==> src/rtl/life_ctrl.sv <==
// Sequencing controller for an 8x8 Game of Life grid: seeds the grid from a
// Galois LFSR, paces generation steps and halts on extinction or still life.
module life_ctrl #(
    parameter logic [63:0] SEED_INIT = 64'h0123_4567_89AB_CDEF
) (
    input  logic        clk,
    input  logic        reset,
    input  logic        start,
    input  logic        randomize,
    input  logic        pause,
    input  logic [3:0]  rate,
    input  logic [63:0] grid_in,
    output logic [63:0] seed,
    output logic        muxseed,
    output logic        load,
    output logic [15:0] gen_count,
    output logic [1:0]  state,
    output logic [1:0]  halt_cause
);

    typedef enum logic [1:0] {
        ST_IDLE = 2'd0,
        ST_SEED = 2'd1,
        ST_RUN  = 2'd2,
        ST_HALT = 2'd3
    } state_t;

    // Right-shift Galois form of x^64+x^63+x^61+x^60+1.
    localparam logic [63:0] LFSR_TAPS = 64'hD800_0000_0000_0000;

    localparam logic [1:0] CAUSE_NONE    = 2'b00;
    localparam logic [1:0] CAUSE_EXTINCT = 2'b01;
    localparam logic [1:0] CAUSE_STILL   = 2'b10;

    function automatic logic [63:0] lfsr_next(input logic [63:0] cur);
        lfsr_next = {1'b0, cur[63:1]} ^ (cur[0] ? LFSR_TAPS : 64'h0);
    endfunction

    state_t      state_r;
    state_t      state_nxt_s;
    logic [63:0] lfsr_r;
    logic [15:0] gen_count_r;
    logic [1:0]  halt_cause_r;
    logic [3:0]  tick_cnt_r;
    logic        prev_valid_r;
    logic [63:0] prev_grid_r;

    logic        tick_s;
    logic [1:0]  cause_s;
    logic        step_s;
    logic        run_entry_s;
    logic        load_s;
    logic        muxseed_s;

    // Tick detection and halt-condition classification for the current cycle.
    always_comb begin
        tick_s  = 1'b0;
        cause_s = CAUSE_NONE;
        step_s  = 1'b0;
        if ((state_r == ST_RUN) && !pause && (tick_cnt_r == rate)) begin
            tick_s = 1'b1;
        end else begin
            tick_s = 1'b0;
        end
        // Extinction wins over still life when the grid is empty twice.
        if (tick_s && (grid_in == 64'h0)) begin
            cause_s = CAUSE_EXTINCT;
        end else if (tick_s && prev_valid_r && (grid_in == prev_grid_r)) begin
            cause_s = CAUSE_STILL;
        end else begin
            cause_s = CAUSE_NONE;
        end
        step_s = tick_s && (cause_s == CAUSE_NONE);
    end

    // Grid-register write enable and mux select, forced low while in reset.
    always_comb begin
        load_s    = 1'b0;
        muxseed_s = 1'b0;
        if (reset) begin
            load_s    = 1'b0;
            muxseed_s = 1'b0;
        end else begin
            case (state_r)
                ST_SEED: begin
                    load_s    = 1'b1;
                    muxseed_s = 1'b1;
                end
                ST_RUN: begin
                    load_s    = step_s;
                    muxseed_s = 1'b0;
                end
                default: begin
                    load_s    = 1'b0;
                    muxseed_s = 1'b0;
                end
            endcase
        end
    end

    // Next-state selection; randomize overrides every other request.
    always_comb begin
        state_nxt_s = state_r;
        if (randomize) begin
            state_nxt_s = ST_SEED;
        end else begin
            case (state_r)
                ST_IDLE: begin
                    if (start) state_nxt_s = ST_RUN;
                    else       state_nxt_s = ST_IDLE;
                end
                ST_SEED: begin
                    state_nxt_s = ST_IDLE;
                end
                ST_RUN: begin
                    if (cause_s != CAUSE_NONE) state_nxt_s = ST_HALT;
                    else                       state_nxt_s = ST_RUN;
                end
                ST_HALT: begin
                    if (start) state_nxt_s = ST_RUN;
                    else       state_nxt_s = ST_HALT;
                end
                default: begin
                    state_nxt_s = ST_IDLE;
                end
            endcase
        end
        run_entry_s = (state_nxt_s == ST_RUN) && (state_r != ST_RUN);
    end

    // State register and LFSR; the LFSR only moves while the grid is seeding.
    always_ff @(posedge clk) begin
        if (reset) begin
            state_r <= ST_IDLE;
            lfsr_r  <= SEED_INIT;
        end else begin
            state_r <= state_nxt_s;
            if (state_r == ST_SEED) begin
                lfsr_r <= lfsr_next(lfsr_r);
            end else begin
                lfsr_r <= lfsr_r;
            end
        end
    end

    // Step pacing: tick counter, generation count and halt reason.
    always_ff @(posedge clk) begin
        if (reset) begin
            tick_cnt_r   <= 4'd0;
            gen_count_r  <= 16'd0;
            halt_cause_r <= CAUSE_NONE;
        end else if (run_entry_s) begin
            tick_cnt_r   <= 4'd0;
            gen_count_r  <= 16'd0;
            halt_cause_r <= CAUSE_NONE;
        end else begin
            // A counter already past rate wraps through 15 before matching.
            if ((state_r == ST_RUN) && !pause) begin
                tick_cnt_r <= tick_s ? 4'd0 : (tick_cnt_r + 4'd1);
            end else begin
                tick_cnt_r <= tick_cnt_r;
            end
            if (step_s && (gen_count_r != 16'hFFFF)) begin
                gen_count_r <= gen_count_r + 16'd1;
            end else begin
                gen_count_r <= gen_count_r;
            end
            if ((state_r == ST_RUN) && (state_nxt_s == ST_HALT)) begin
                halt_cause_r <= cause_s;
            end else begin
                halt_cause_r <= halt_cause_r;
            end
        end
    end

    // Previous-generation snapshot used for still-life detection.
    always_ff @(posedge clk) begin
        if (reset) begin
            prev_valid_r <= 1'b0;
            prev_grid_r  <= 64'h0;
        end else if (run_entry_s) begin
            prev_valid_r <= 1'b0;
            prev_grid_r  <= prev_grid_r;
        end else if (step_s) begin
            prev_valid_r <= 1'b1;
            prev_grid_r  <= grid_in;
        end else begin
            prev_valid_r <= prev_valid_r;
            prev_grid_r  <= prev_grid_r;
        end
    end

    assign seed       = lfsr_r;
    assign state      = state_r;
    assign gen_count  = gen_count_r;
    assign halt_cause = halt_cause_r;
    assign load       = load_s;
    assign muxseed    = muxseed_s;

endmodule

==> config.mk <==
export PLATFORM = sky130hd
export DESIGN_NAME = life_ctrl
export DESIGN_NICKNAME = d
export VERILOG_FILES = /design/src/rtl/life_ctrl.sv
export SDC_FILE = /design/constraint.sdc
export NUM_CORES = 1
export LEC_CHECK = 0
export CORE_MARGIN = 1
export CORE_UTILIZATION = 45
export CTS_BUF_LIST = sky130_fd_sc_hd__clkbuf_8
export DETAILED_ROUTE_END_ITERATION = 8
export GPL_TIMING_DRIVEN = 0
export PLACE_DENSITY = 0.81
export SETUP_SLACK_MARGIN = 0.1
export SYNTH_ARGS = -nofsm -noshare
export SYNTH_HDL_FRONTEND = slang
export SYNTH_SLANG_ARGS = --single-unit
export TNS_END_PERCENT = 20
==> constraint.sdc <==
create_clock -name clk -period 4.8 [get_ports clk]
set_clock_uncertainty 0.15 [all_clocks]
set_input_delay 0.72 -clock clk [delete_from_list [all_inputs] [get_ports clk]]
set_output_delay 0.72 -clock clk [all_outputs]
set_load 0.1 [all_outputs]
==> results.sh <==
export IMPL_die_w_um=127
export IMPL_area_growth_pct=32.8
export IMPL_r2r_setup_slack_ns=1.52
export IMPL_yosysSeqAreaShare_pct=43.8
export IMPL_grt_ovfl_total=0
export IMPL_io_buffers=157
export IMPL_cts_tree="yes"
export IMPL_antenna_found_initial=0
export IMPL_ys_warn_count=0
export IMPL_mostFrequentLayoutCell="clkdlybuf4s50_1"
export IMPL_finalNetCount=1062
export IMPL_worst_pin_slew_ns=1.02
export IMPL_worstHoldEndpoint="prev_grid_r[51]"
export IMPL_hold_viol=0
export IMPL_path_max_fanout=10
export IMPL_hold_start="prev_grid_r[51]"
export IMPL_syn_avg_cell_area_um2=8.66
export IMPL_hold_path_depth=2
export IMPL_fill_cells=1313
export IMPL_avgRoutedWirePerCell_um=17.7
export IMPL_drcViolationCount=0
export IMPL_first_pass_iters=5
export IMPL_grt_pass1_vias=6493
export IMPL_synth_cell_area_um2=6990
export IMPL_crit_slowest_cell="nor4_2"
export IMPL_worst_skew_pair_late_latency_ns=0.47
export IMPL_grt_first_pass_wirelength_um=33100
export IMPL_use_met2_pct=41.0
export IMPL_post_dp_hpwl_um=15100
export IMPL_vias_per_cell=5.78
export IMPL_r2r_cells=10
export IMPL_use_met3_pct=9.36
export IMPL_power_mw=2.94
export IMPL_cts_setup_buffers=0
export IMPL_start_kind="input port"
export IMPL_end_kind="output port"
export IMPL_r2r_start="state[0]"
export IMPL_hold_path_class="flop to flop"
export IMPL_num_io_pins=159
export IMPL_yosysUniqueCellTypes=46
export IMPL_drt_iter0_markers=722
export IMPL_cts_hold_buf=0
export IMPL_start_util_pct=46.0
export IMPL_cellPowerDensity_nw_per_um2=316
export IMPL_path_clk_slew_ns=0.08
export IMPL_routed_wl_um=20900
export IMPL_p_leak_nw=3.16
export IMPL_grt_max_degree=17
export IMPL_layout_drive_gt1_share_pct=5.32
export IMPL_coreArea_um2=15200
export IMPL_synth_ff_type="dfxtp_1"
export IMPL_cp_arrival_ns=3.75
export IMPL_cts_num_sinks=153
export IMPL_netlist_instances=807
export IMPL_slowest_delay_ns=0.58
export IMPL_vdd_ir_drop_max_v=0.000248
export IMPL_fmax_mhz=216
export IMPL_cp_cell_sequence="clkdlybuf4s50_1 > nor4_2 > nand4_1 > nor4_2 > nor2b_1 > buf_2 > buf_2 > a21oi_1 > nor3b_2 > clkdlybuf4s15_2"
export IMPL_timing_hold_ws_ns=0.341
export IMPL_async_reset_ff_share_pct=0
export IMPL_ant_nets=0
export IMPL_htree_levels=4
export IMPL_critPathKind="input port to output port"
export IMPL_required_ns=3.93
export IMPL_clock_root_buffer="clkbuf_8"
export IMPL_numCtsBuffers=17
export IMPL_dieArea_um2=16000
export IMPL_syn_nets=886
export IMPL_ys_ff_latch=153
export IMPL_r2r_end="prev_grid_r[18]"
export IMPL_clockBufferDepth=2
export IMPL_maxCapViolCount=0
export IMPL_busiest_layer="met2"
export IMPL_row_count=45
export IMPL_finalSetupViolations=0
export IMPL_dieHeight_um=127
export IMPL_finalCritPeriodShare_pct=96.3
export IMPL_final_max_slew_viol_count=0
export IMPL_track_usage_pct=26.5
export IMPL_diodes=0
export IMPL_final_cell_mix="clkdlybuf4s50_1, dfxtp_1, a21oi_1"
export IMPL_place_gp_congestion=0.908
export IMPL_status="finished clean"
export IMPL_synth_edf_count=0
export IMPL_num_vias=6844
export IMPL_finalCriticalPeriod_ns=4.62
export IMPL_slew_headroom_pct=32.1
export IMPL_rsz0062_at_grt="yes"
export IMPL_met1_usage_pct=33.1
==> worst max-delay path by stage <==
| stage | slack [ns] | end | start |
|---|---|---|---|
| floorplan | 0.26 | load | state[1] |
| global placement | -0.65 | load | grid_in[1] |
| detailed placement | -0.64 | load | grid_in[1] |
| CTS | 0.19 | muxseed | state[1] |
| global route | 0.02 | load | grid_in[1] |
| finish | 0.18 | load | grid_in[1] |
==> critical path: cells and delay by family <==
family	cells	cell delay (ns)
compound gates	1	0.18
simple gates	5	1.45
buf+inv	4	1.41
==> routing by layer <==
| layer | share of wire (%) | wire length, um |
|---|---|---|
| met5 | 0 | 0 |
| met4 | 3.0 | 624 |
| met2 | 46 | 9570 |
| met3 | 10 | 2110 |
| met1 | 41 | 8650 |
==> flip-flops by register name, indices dropped and copies added, names as in the netlist <==
name	cells
gen_count	16
prev_valid_r	1
state	2
seed	64
halt_cause	2
prev_grid_r	64
tick_cnt_r	4
==> per-stage QoR <==
stage / setup WS (ns) / utilization [%] / instances / instance area [um^2] / TNS [ns]
floorplan: 0.256 / - / 807 / 6990 / 0
global placement: -0.654 / 57.9 / 1152 / 8800 / -0.654
detailed placement: -0.638 / 57.9 / 1152 / 8800 / -0.638
CTS: 0.190 / 61.1 / 1184 / 9280 / 0
global route: 0.0194 / 61.1 / 1184 / 9280 / 0
finish: 0.177 / 61.1 / 1184 / 9280 / 0
==> final cells by class <==
cell class,count,area [um^2],share of cell area [%]
tap,188,235,2.53
buffer,58,251,2.71
inverter,14,52.6,0.566
multi-input combinational,582,3650,39.3
timing repair buffer,157,1580,17.0
clock inverter,14,206,2.22
sequential,153,3060,33.0
clock buffer,18,248,2.67
==> power by group <==
group / internal, mW / leakage, nW / total (mW) / switching (mW)
Combinational: 0.156 / 1.69 / 0.497 / 0.341
Clock: 0.627 / 0.229 / 1.12 / 0.493
Sequential: 1.30 / 1.24 / 1.32 / 0.0234
Total: 2.08 / 3.16 / 2.94 / 0.857
==> timing repair <==
action                     4_1_cts  5_1_grt
setup endpoints to repair        1        2
gates cloned                     0        0
gates resized for setup          7        1
==> cell families after synthesis <==
kind of cell	Yosys count	synth area share [%]
muxes	62	8.88
xor gates and xnor gates	56	7.02
adders and majority gates	6	1.07
and+or+nand+nor	269	19.9
buffers and inverters	72	4.35
AOI/OAI and AO/OA	189	14.9
DFF	153	43.8
==> Yosys cell counts (22+ instances only) <==
cell type	instances	area, um^2
a21oi_1	85	425
clkbuf_1	30	113
dfxtp_1	153	3060
mux2i_1	62	621
nand2_1	47	176
nand3_1	71	355
nand4_1	26	163
nor2_1	41	154
nor4_1	33	206
o21ai_0	65	325
xnor2_1	34	298
xor2_1	22	193
No activity file was read; power rests on OpenSTA's default activity.
